$ cat src/rtl/uart_tx_engine.sv
// UART transmit serializer: pops one word from the TX FIFO and shifts it out as
// start bit, LSB-first data, optional parity and stop bit(s) on the tx pin.
module uart_tx_engine #(
    parameter int CLK_FREQ  = 50_000_000,
    parameter int BAUD_RATE = 115200,
    parameter int DATA_BITS = 8,
    parameter int PARITY    = 0,
    parameter int STOP_BITS = 1
) (
    input  logic                 clk,
    input  logic                 rst,
    input  logic                 tx_en,
    input  logic                 fifo_empty,
    input  logic [DATA_BITS-1:0] fifo_data,
    output logic                 fifo_rd_en,
    output logic                 tx,
    output logic                 busy,
    output logic                 frame_done
);

    localparam int CLKS_PER_BIT = CLK_FREQ / BAUD_RATE;
    localparam int CNT_W        = (CLKS_PER_BIT > 1) ? $clog2(CLKS_PER_BIT) : 1;
    localparam int BIT_W        = (DATA_BITS > 1) ? $clog2(DATA_BITS) : 1;

    localparam logic [CNT_W-1:0] CNT_LAST  = CNT_W'(CLKS_PER_BIT - 1);
    localparam logic [BIT_W-1:0] BIT_LAST  = BIT_W'(DATA_BITS - 1);
    localparam logic [BIT_W-1:0] STOP_LAST = BIT_W'(STOP_BITS - 1);

    localparam logic [2:0] ST_IDLE   = 3'd0;
    localparam logic [2:0] ST_FETCH  = 3'd1;
    localparam logic [2:0] ST_LOAD   = 3'd2;
    localparam logic [2:0] ST_START  = 3'd3;
    localparam logic [2:0] ST_DATA   = 3'd4;
    localparam logic [2:0] ST_PARITY = 3'd5;
    localparam logic [2:0] ST_STOP   = 3'd6;

    // Even parity is the plain XOR of the data; odd parity is its inverse.
    function automatic logic parity_calc(input logic [DATA_BITS-1:0] d);
        logic p;
        p = ^d;
        if (PARITY == 1) begin
            parity_calc = ~p;
        end else begin
            parity_calc = p;
        end
    endfunction

    logic [2:0]           state_r;
    logic [2:0]           state_s;
    logic [CNT_W-1:0]     baud_r;
    logic [CNT_W-1:0]     baud_s;
    logic [BIT_W-1:0]     bit_idx_r;
    logic [BIT_W-1:0]     bit_idx_s;
    logic [DATA_BITS-1:0] shift_r;
    logic [DATA_BITS-1:0] shift_s;
    logic                 parity_r;
    logic                 parity_s;
    logic                 tx_r;
    logic                 tx_s;
    logic                 rd_en_r;
    logic                 rd_en_s;
    logic                 busy_r;
    logic                 busy_s;
    logic                 done_r;
    logic                 done_s;
    logic                 bit_end_s;

    assign bit_end_s = (baud_r == CNT_LAST);

    // Next-state, counter and datapath decode; outputs are derived from the next state
    // so that every output pin comes straight from a flop.
    always_comb begin
        state_s   = state_r;
        baud_s    = baud_r;
        bit_idx_s = bit_idx_r;
        shift_s   = shift_r;
        parity_s  = parity_r;
        rd_en_s   = 1'b0;
        done_s    = 1'b0;
        case (state_r)
            ST_IDLE: begin
                baud_s    = {CNT_W{1'b0}};
                bit_idx_s = {BIT_W{1'b0}};
                if (tx_en && !fifo_empty) begin
                    state_s = ST_FETCH;
                    rd_en_s = 1'b1;
                end else begin
                    state_s = ST_IDLE;
                end
            end
            ST_FETCH: begin
                state_s = ST_LOAD;
            end
            ST_LOAD: begin
                shift_s  = fifo_data;
                parity_s = parity_calc(fifo_data);
                baud_s   = {CNT_W{1'b0}};
                state_s  = ST_START;
            end
            ST_START: begin
                if (bit_end_s) begin
                    baud_s    = {CNT_W{1'b0}};
                    bit_idx_s = {BIT_W{1'b0}};
                    state_s   = ST_DATA;
                end else begin
                    baud_s = baud_r + CNT_W'(1);
                end
            end
            ST_DATA: begin
                if (bit_end_s) begin
                    baud_s  = {CNT_W{1'b0}};
                    shift_s = {1'b0, shift_r[DATA_BITS-1:1]};
                    if (bit_idx_r == BIT_LAST) begin
                        bit_idx_s = {BIT_W{1'b0}};
                        if (PARITY != 0) begin
                            state_s = ST_PARITY;
                        end else begin
                            state_s = ST_STOP;
                        end
                    end else begin
                        bit_idx_s = bit_idx_r + BIT_W'(1);
                    end
                end else begin
                    baud_s = baud_r + CNT_W'(1);
                end
            end
            ST_PARITY: begin
                if (bit_end_s) begin
                    baud_s    = {CNT_W{1'b0}};
                    bit_idx_s = {BIT_W{1'b0}};
                    state_s   = ST_STOP;
                end else begin
                    baud_s = baud_r + CNT_W'(1);
                end
            end
            ST_STOP: begin
                // bit_idx doubles as the stop-bit counter here
                if (bit_end_s) begin
                    baud_s = {CNT_W{1'b0}};
                    if (bit_idx_r == STOP_LAST) begin
                        bit_idx_s = {BIT_W{1'b0}};
                        state_s   = ST_IDLE;
                        done_s    = 1'b1;
                    end else begin
                        bit_idx_s = bit_idx_r + BIT_W'(1);
                    end
                end else begin
                    baud_s = baud_r + CNT_W'(1);
                end
            end
            default: begin
                state_s   = ST_IDLE;
                baud_s    = {CNT_W{1'b0}};
                bit_idx_s = {BIT_W{1'b0}};
            end
        endcase

        case (state_s)
            ST_START:  tx_s = 1'b0;
            ST_DATA:   tx_s = shift_s[0];
            ST_PARITY: tx_s = parity_s;
            default:   tx_s = 1'b1;
        endcase

        busy_s = (state_s != ST_IDLE);
    end

    // State, datapath and output registers; reset aborts any frame in flight.
    always_ff @(posedge clk or posedge rst) begin
        if (rst) begin
            state_r   <= ST_IDLE;
            baud_r    <= {CNT_W{1'b0}};
            bit_idx_r <= {BIT_W{1'b0}};
            shift_r   <= {DATA_BITS{1'b0}};
            parity_r  <= 1'b0;
            tx_r      <= 1'b1;
            rd_en_r   <= 1'b0;
            busy_r    <= 1'b0;
            done_r    <= 1'b0;
        end else begin
            state_r   <= state_s;
            baud_r    <= baud_s;
            bit_idx_r <= bit_idx_s;
            shift_r   <= shift_s;
            parity_r  <= parity_s;
            tx_r      <= tx_s;
            rd_en_r   <= rd_en_s;
            busy_r    <= busy_s;
            done_r    <= done_s;
        end
    end

    assign tx         = tx_r;
    assign fifo_rd_en = rd_en_r;
    assign busy       = busy_r;
    assign frame_done = done_r;

endmodule

$ cat config.mk
export PLATFORM = sky130hd
export DESIGN_NAME = uart_tx_engine
export DESIGN_NICKNAME = d
export VERILOG_FILES = /design/src/rtl/uart_tx_engine.sv
export SDC_FILE = /design/constraint.sdc
export NUM_CORES = 1
export LEC_CHECK = 0
export BUFFER_PORTS_ARGS = -buffer_cell sky130_fd_sc_hd__buf_2
export CAP_MARGIN = 15
export CORE_MARGIN = 3
export CORE_UTILIZATION = 50
export CTS_CLUSTER_SIZE = 8
export DETAILED_ROUTE_END_ITERATION = 8
export GPL_TIMING_DRIVEN = 1
export HOLD_SLACK_MARGIN = 0.06
export PLACE_DENSITY = 0.8
export SLEW_MARGIN = 40
export SYNTH_ARGS = -nofsm -noshare
export SYNTH_HDL_FRONTEND = slang
export SYNTH_SLANG_ARGS = --single-unit
export TNS_END_PERCENT = 10
$ cat constraint.sdc
create_clock -name clk -period 2.3 [get_ports clk]
set_clock_uncertainty 0.05 [all_clocks]
set_input_delay 0 -clock clk [delete_from_list [all_inputs] [get_ports clk]]
set_output_delay 0 -clock clk [all_outputs]
set_load 0.01 [all_outputs]
==> impl_results.md, run 1 <==
- Synth warn: 0
- Final critical-path share of the clock period: 92.6%
- Congestion Overflow GR: 0
- Internal: 0.951 mW
- Vias in the first global route: 1330
- Vias after detailed routing: 1327
- Die H: 63.1 um
- Final HPWL DP: 2360 um
- Actual slew at the worst max-slew pin: 0.564 ns
- Critical-path cell list: inv_1 > ha_1 > nand4b_2 > nor2_4 > o21ai_1 > o211ai_1 > mux2_2
- TritonCTS clock tree: done
- FILL cells: 268
- Max-slew headroom: 62.4%
- Crit Path Class: flip-flop to flip-flop
- Row Count: 20
- Final WL: 3610 um
- Worst EP required: 2.47 ns
- Post-route setup TNS: 0 ns
- Setup crit start kind: flip-flop
- Proportion of layout cells with a drive suffix above 1: 16.5%
- Sw power: 0.402 mW
- Post-synthesis sequential area ratio: 43.0%
- Asr flop ratio synth: 100%
- Yosys cell types: 48
- Clock buffer depth: 2
- Multi-input logic area: 855 um2
- Initial antenna violation count: 0
- IO Port Bufs: 15
- Tmin final: 2.13 ns
- Arrival time worst endpoint: 2.30 ns
- Register share of total power: 51.6%
- Layout overhead on the synthesized area: 16.5%
- # diodes: 0
- Combinational power share: 24.8%
- Clk slew on worst S/H paths: 0.15 ns
- Largest net degree at the start of global routing: 29
- Standard cell core area: 3080 um2
- Residual DRC: 0
- GPL Wtd Cong: 0.892
- Fmax: 469 MHz
- CTS buffer count: 3
- Number of enable flip-flop cells after synthesis: 0
- TritonRoute pass-1 iters: 4
- Max_cap viols: 0
- RSZ-0062 raised after global routing: no
- Hold Slack: 0.0661 ns
- Ys flop type: dfrtp_1
- Maximum VDD drop: 582 uV
- CP max-delay cell: dfrtp_1
- Full die area: 3990 um2
- FF/Latch Area: 702 um2
- Iter 0 DRT Violations: 91
- Critical path endpoint category: flip-flop
- I/O pin total: 16
- Routed Antenna Nets: 0
- Mapped Cells: 168
- Average wire per standard cell: 15.2 um
- Layout net count: 212
- Vias/cell: 5.58
- Overall power: 1.35 mW
- Mapped cell area: 1630 um2
- Max FO, Critical Path: 19
- Syn_nets: 185
- Die width: 63.1 um
- Setup bufs post-CTS: 0
- Post-layout util: 61.8%
- Hold Path Class: input port to flip-flop
- Global-route usage over all layers: 19.7%
- Final setup violation count: 0
- Critical path's largest stage delay: 0.44 ns
- Number of synthesized register bits: 28
- Average size of a mapped cell: 9.72 um2
- Final Max Tran Viols: 0
- Status: finished clean
- Sink Count: 28
- Clk root buf: clkbuf_4
- Worst-Skew Late Latency: 0.33 ns
- Cell Pwr Density: 712 nW/um2
- Clk pwr share: 23.6%
- Sw Share: 29.7%
- Total leakage power: 0.844 nW
- Final hold vios: 0
- Htree depth: 1
- Initial Util: 53.0%
- First-pass GRT wire length: 6270 um
## metal layers
metal | vias to the layer above | global-route usage, % | part of all wire, %
met5 | - | 0 | 0
met4 | 0 | 2.48 | 0.64
met3 | 4 | 3.57 | 4.4
met2 | 36 | 35.7 | 53
met1 | 644 | 24.9 | 42
li1 | 643 | - | -
## cell type report
type                    count  area share (%)
multi-input cells         125            44.9
repair buffers             29            10.9
clock inverters             1            1.58
well taps                  44            2.89
inverters                   8            1.58
flip-flops and latches     28            36.9
clock buffers               3            1.18
## cell families after synthesis
kind of cell | Yosys count | share of synthesized area, %
simple gates | 70 | 24.8
fa+ha+maj | 5 | 3.83
compound gates | 35 | 15.5
flops | 28 | 43.0
buf+inv | 15 | 4.67
mux | 2 | 1.30
xor+xnor | 13 | 6.97
## path summary, 6_finish.rpt
kind                                      to  depth (start not counted)        from  slack, ns
max in group asynchronous                 tx                          4         rst       1.70
worst min-delay path              state_r[0]                          3       tx_en       0.07
worst max-delay path            bit_idx_r[2]                          7   baud_r[1]       0.17
min in group asynchronous         shift_r[5]                          4         rst       0.20
worst min register to register    shift_r[3]                          2  shift_r[3]       0.45
worst max register to register  bit_idx_r[2]                          7   baud_r[1]       0.17
## worst max-delay path, delay by kind of cell (launching register included)
family                     cells  cell delay (ns)
buffers and inverters          1             0.08
AOI/OAI and AO/OA              2             0.41
adders and majority gates      1             0.16
muxes                          1             0.39
and+or+nand+nor                2             0.50
DFF                            1             0.44
## sequential cells by signal, summed over array words and instances, names as in the netlist, 3 cells and up
| name | cells |
|---|---|
| baud_r | 9 |
| shift_r | 8 |
| bit_idx_r | 3 |
| state_r | 3 |
## cell usage in the layout, fill, tap and decap left out, types with 2 or more instances in the layout
cell type / count
dfrtp_1: 27
nand2_1: 22
buf_2: 15
nor2_1: 13
xnor2_1: 12
dlygate4sd3_1: 11
inv_1: 8
o21ai_0: 8
a22oi_1: 7
a21oi_1: 6
nand3_1: 5
ha_1: 5
nor3_1: 4
nand2b_1: 4
and3_1: 4
clkbuf_4: 3
buf_4: 3
nor2b_1: 2
o32ai_1: 2
nor3b_1: 2
nand4_1: 2
## Yosys cell counts, types with 4 or more instances
cell type  count  share of area [%]
inv_1          8                1.8
ha_1           5                3.8
dfrtp_1       27                 41
o21ai_0        8                2.5
and3_1         4                1.5
nor3_1         4                1.2
buf_2          4                1.2
nand3_1        5                1.5
a22oi_1        7                3.2
nor2_1        13                3.0
a21oi_1        6                1.8
xnor2_1       12                6.4
nand2b_1       4                1.5
nand2_1       22                5.1
## per-stage QoR
| step | instance area, um2 | setup slack (ns) | instances |
|---|---|---|---|
| global route | 1900 | 0.0384 | 238 |
| finish | 1900 | 0.170 | 238 |
| detailed placement | 1740 | 0.260 | 223 |
| CTS | 1900 | 0.223 | 238 |
| floorplan | 1630 | 0.607 | 168 |
| global placement | 1740 | 0.383 | 223 |
## power groups by stage
stage	combinational, mW	clock, mW	sequential [mW]
after floorplan	0.256	0	0.677
after global placement	0.297	0	0.696
after detailed placement	0.315	0	0.704
after CTS	0.336	0.332	0.697
after global routing	0.383	0.349	0.714
final	0.336	0.319	0.698
## what timing repair did
action | 4_1_cts | 5_1_grt
endpoints found under the hold margin | 38 | 0
resized for setup | 0 | 0
hold buffers | 11 | 0
Power figures use the tool's default switching activity.
==> run 2: changes to the inputs <==
--- a/config.mk
+++ b/config.mk
@@ -14,6 +14,7 @@
 export GPL_TIMING_DRIVEN = 1
 export HOLD_SLACK_MARGIN = 0.06
 export PLACE_DENSITY = 0.8
+export RECOVER_POWER = 100
 export SLEW_MARGIN = 40
 export SYNTH_ARGS = -nofsm -noshare
 export SYNTH_HDL_FRONTEND = slang
==> impl_results.md, run 2 (synthesized netlist as in run 1, its figures left out) <==
- First-pass GRT wire length: 6270 um
- Final WL: 3630 um
- Standard cell core area: 3080 um2
- Critical path endpoint category: flip-flop
- Layout net count: 212
- Average wire per standard cell: 15.2 um
- Hold depth: 3
- Worst path depth: 7
- Cell Pwr Density: 721 nW/um2
- Worst-Skew Late Latency: 0.33 ns
- Global-route usage over all layers: 19.7%
- Max_cap viols: 0
- Crit Path Class: flip-flop to flip-flop
- Multi-input logic area: 837 um2
- Max reg flops: 9
- CTS buffer count: 3
- Setup bufs post-CTS: 0
- Commonest non-fill, non-tap cell in the layout: dfrtp_1
- Final critical-path share of the clock period: 92.2%
- Final Max Tran Viols: 0
- Iter 0 DRT Violations: 100
- Fmax: 472 MHz
- Final setup violation count: 0
- Worst EP required: 2.47 ns
- Routed Antenna Nets: 0
- FF/Latch Area: 702 um2
- Finished Cell Area: 1870 um2
- # diodes: 0
- CP max-delay cell: dfrtp_1
- TritonCTS clock tree: done
- Arrival time worst endpoint: 2.29 ns
- Actual slew at the worst max-slew pin: 1.45 ns
- Clk root buf: clkbuf_4
- Post-layout util: 60.7%
- Most frequent cells in the layout: dfrtp_1 (27), nand2_1 (22), nor2_1 (13)
- Residual DRC: 0
- GPL Wtd Cong: 0.892
- Final hold vios: 0
- Max FO, Critical Path: 19
- Vias in the first global route: 1330
- Post-route setup TNS: 0 ns
- FILL cells: 276
- Proportion of layout cells with a drive suffix above 1: 11.9%
- TritonRoute pass-1 iters: 4
- Sink Count: 28
- Overall power: 1.35 mW
- Final HPWL DP: 2360 um
- Biggest regs: baud_r x9, shift_r x8
- Clock buffer depth: 2
- Max-slew headroom: 3.58%
- Setup crit start kind: flip-flop
- Tmin final: 2.12 ns
- I/O pin total: 16
- Worst R2R Path Depth: 7
- IO Port Bufs: 15
- Largest net degree at the start of global routing: 29
- Top delay family on crit path: simple AND/OR/NAND/NOR gates
- WP buf/inv: 1
- Htree depth: 1
- Die H: 63.1 um
- Total leakage power: 0.811 nW
- Critical path's largest stage delay: 0.44 ns
- Initial Util: 53.0%
- Hold Path Class: input port to flip-flop
- Vias after detailed routing: 1318
- Initial antenna violation count: 0
- Vias/cell: 5.54
- Full die area: 3990 um2
- Critical-path cell list: inv_1 > ha_1 > nand4b_2 > nor2_4 > o21ai_1 > o211ai_1 > mux2_2
- Largest Register: baud_r
- RSZ-0062 raised after global routing: no
- Placed inst area: 1740 um2
- Congestion Overflow GR: 0
- Layout overhead on the synthesized area: 14.4%
- Status: finished clean
- Row Count: 20
- Maximum VDD drop: 580 uV
- Clk slew on worst S/H paths: 0.15 ns
- Die width: 63.1 um
run 2: cell types whose count changed in the layout (fill, tap and decap cells not counted), sizes merged:
cell | previous run | this run
buf | 18 | 11
clkbuf | 3 | 10
run 2: final timing paths:
kind / from / end / slack, ns
max: baud_r[1] / bit_idx_r[2] / 0.18
min: tx_en / state_r[0] / 0.07
max reg2reg: baud_r[1] / bit_idx_r[2] / 0.18
min reg2reg: shift_r[3] / shift_r[3] / 0.45
max in group asynchronous: rst / baud_r[1] / 0.72
min in group asynchronous: rst / shift_r[5] / 0.63
run 2: area by class of cell:
| type | count | share of cell area, % |
|---|---|---|
| Multi-Input combinational cell | 125 | 44.8 |
| Sequential cell | 28 | 37.6 |
| Timing Repair Buffer | 29 | 10.2 |
| Tap cell | 44 | 2.95 |
| Clock inverter | 1 | 1.61 |
| Inverter | 8 | 1.61 |
| Clock buffer | 3 | 1.21 |
run 2: routing by layer:
layer / vias up / routed length (um) / global-route usage [%] / part of all wire (%)
li1: 643 / - / - / -
met1: 643 / 1520 / 24.9 / 42
met2: 30 / 1930 / 35.7 / 53
met3: 2 / 159 / 3.57 / 4.4
met4: 0 / 15 / 2.48 / 0.41
met5: - / 0 / 0 / 0
run 2: through the flow:
| step | hold slack [ns] | cells | setup slack, ns |
|---|---|---|---|
| floorplan | 0.0147 | 168 | 0.607 |
| global placement | 0.0251 | 223 | 0.383 |
| detailed placement | 0.0295 | 223 | 0.260 |
| CTS | 0.0620 | 238 | 0.223 |
| global route | 0.0783 | 238 | 0.0387 |
| finish | 0.0681 | 238 | 0.180 |
run 2: worst min-delay path, cell delays in order:
cell and delay [ns]:
buf_2 0.07, nor4b_4 0.21, or3_1 0.14
run 2: power breakdown:
part           switching [mW]  internal (mW)
clock network           0.142          0.176
logic                   0.154          0.175
registers               0.105          0.595
total                   0.401          0.946
run 2: repair_timing:
item,4_1_cts,5_1_grt
resized for setup,0,0
hold buffers,11,0
endpoints found under the setup margin,0,0
endpoints found under the hold margin,38,0
==> run 3: changes to the inputs <==
--- a/config.mk
+++ b/config.mk
@@ -7,8 +7,10 @@
 export LEC_CHECK = 0
 export BUFFER_PORTS_ARGS = -buffer_cell sky130_fd_sc_hd__buf_2
 export CAP_MARGIN = 15
+export CORE_ASPECT_RATIO = 1.5
 export CORE_MARGIN = 3
 export CORE_UTILIZATION = 50
+export CTS_BUF_LIST = sky130_fd_sc_hd__clkbuf_4
 export CTS_CLUSTER_SIZE = 8
 export DETAILED_ROUTE_END_ITERATION = 8
 export GPL_TIMING_DRIVEN = 1
==> impl_results.md, run 3 (synthesized netlist as in run 1, its figures left out) <==
- Layout overhead on the synthesized area: 13.2%
- FF-to-FF Start: baud_r[1]
- Clk slew on worst S/H paths: 0.15 ns
- Status: finished clean
- Vias in the first global route: 1395
- Worst EP required: 2.49 ns
- Largest net degree at the start of global routing: 29
- Worst R2R Path Depth: 7
- GPL Wtd Cong: 0.824
- First-pass GRT wire length: 5850 um
- Congestion Overflow GR: 0
- Biggest regs: baud_r x9, shift_r x8
- Commonest non-fill, non-tap cell in the layout: dfrtp_1
- Total leakage power: 0.805 nW
- Met3 usage: 2.54%
- Final critical-path share of the clock period: 87.5%
- Final hold vios: 0
- Maximum VDD drop: 343 uV
- Actual slew at the worst max-slew pin: 1.47 ns
- Max reg flops: 9
- Residual DRC: 0
- Largest Register: baud_r
- Post-layout util: 61.5%
- Grt met2 use: 33.5%
- RSZ-0062 raised after global routing: no
- Layout net count: 213
- Crit Path Class: flip-flop to flip-flop
- Routed Antenna Nets: 0
- Critical path endpoint category: flip-flop
- Hold Path Sink: state_r[0]
- I/O pin total: 16
- Hold Crit Start: tx_en
- # diodes: 0
- Vias after detailed routing: 1350
- Htree depth: 1
- Max_cap viols: 0
- Most frequent cells in the layout: dfrtp_1 (27), nand2_1 (22), nor2_1 (13)
- Global route hottest layer: met2
- Reg2reg end: bit_idx_r[2]
- Hold Path Class: input port to flip-flop
- Worst-Skew Late Latency: 0.33 ns
- Arrival time worst endpoint: 2.20 ns
- Hold Slack: 0.0980 ns
- Die width: 52.7 um
- TritonRoute pass-1 iters: 4
- Vias/cell: 5.77
- Final Max Tran Viols: 0
- Full die area: 4000 um2
- Final setup violation count: 0
- Proportion of layout cells with a drive suffix above 1: 12.3%
- Cell Pwr Density: 658 nW/um2
- Average wire per standard cell: 14.6 um
- Max FO, Critical Path: 19
- Setup crit start kind: flip-flop
- CTS buffer count: 3
- Initial Util: 54.4%
- TritonCTS clock tree: done
- Final HPWL DP: 2460 um
- Final WL: 3420 um
- IO Port Bufs: 15
- Sink Count: 28
- Flop2flop setup slack: 0.29 ns
- Row Count: 24
- Hold depth: 3
- Post-route setup TNS: 0 ns
- Die H: 76.0 um
- Initial antenna violation count: 0
- Fmax: 497 MHz
- Tmin final: 2.01 ns
- Max-slew headroom: 2.29%
- Iter 0 DRT Violations: 36
- Global-route usage over all layers: 18.7%
- Clock buffer depth: 2
- Clk root buf: clkbuf_4
- M1 GR Usage: 20.5%
- Standard cell core area: 3000 um2
[run 3: cell count changes in the layout (fill, tap and decap cells not counted), sizes merged]
cell,delta
buf,+1
bufinv,-1
clkinv,+1
[run 3: layer usage]
metal	part of all wire, %	up-vias
met2	55	40
met1	38	647
li1	-	650
met4	3.1	0
met3	3.7	13
met5	0	-
[run 3: worst max path at each step]
stage,from,to,cells past startpoint
floorplan,baud_r[1],bit_idx_r[2],7
global placement,baud_r[1],bit_idx_r[2],7
detailed placement,baud_r[1],bit_idx_r[2],7
CTS,baud_r[1],bit_idx_r[2],7
global route,baud_r[1],bit_idx_r[2],7
finish,baud_r[1],bit_idx_r[2],7
[run 3: stage by stage]
step,cell area (um2),cells,power (mW),setup WS (ns)
6_report,1850,234,1.22,0.286
3_5_place_dp,1740,219,1.01,0.304
5_1_grt,1850,234,1.30,0.150
3_3_place_gp,1740,219,0.991,0.406
2_1_floorplan,1630,168,0.933,0.607
4_1_cts,1880,234,1.23,0.282
[run 3: critical path, stage by stage (launching register included)]
cell and delay [ns]:
dfrtp_1 0.43, inv_1 0.07, ha_1 0.15, nand4b_2 0.15
nor2_4 0.33, o21ai_1 0.17, o211ai_1 0.21, mux2_2 0.38
[run 3: report_power, final]
part           internal, mW  total, mW  switching, mW
registers             0.595      0.691         0.0964
logic                 0.174      0.320          0.146
clock network        0.0637      0.204          0.140
total                 0.832       1.22          0.383
[run 3: final cells by class]
class	count	area, um2
multi-input combinational	125	842
sequential	28	702
clock buffer	3	22.5
inverter	8	30.0
clock inverter	1	3.75
fill	259	1150
timing repair buffer	30	199
tap	39	48.8
[run 3: repair_timing]
action | CTS | global route
setup buffers | 0 | 0
hold endpoints to repair | 38 | 0
hold buffers | 11 | 0
gates resized for setup | 0 | 0
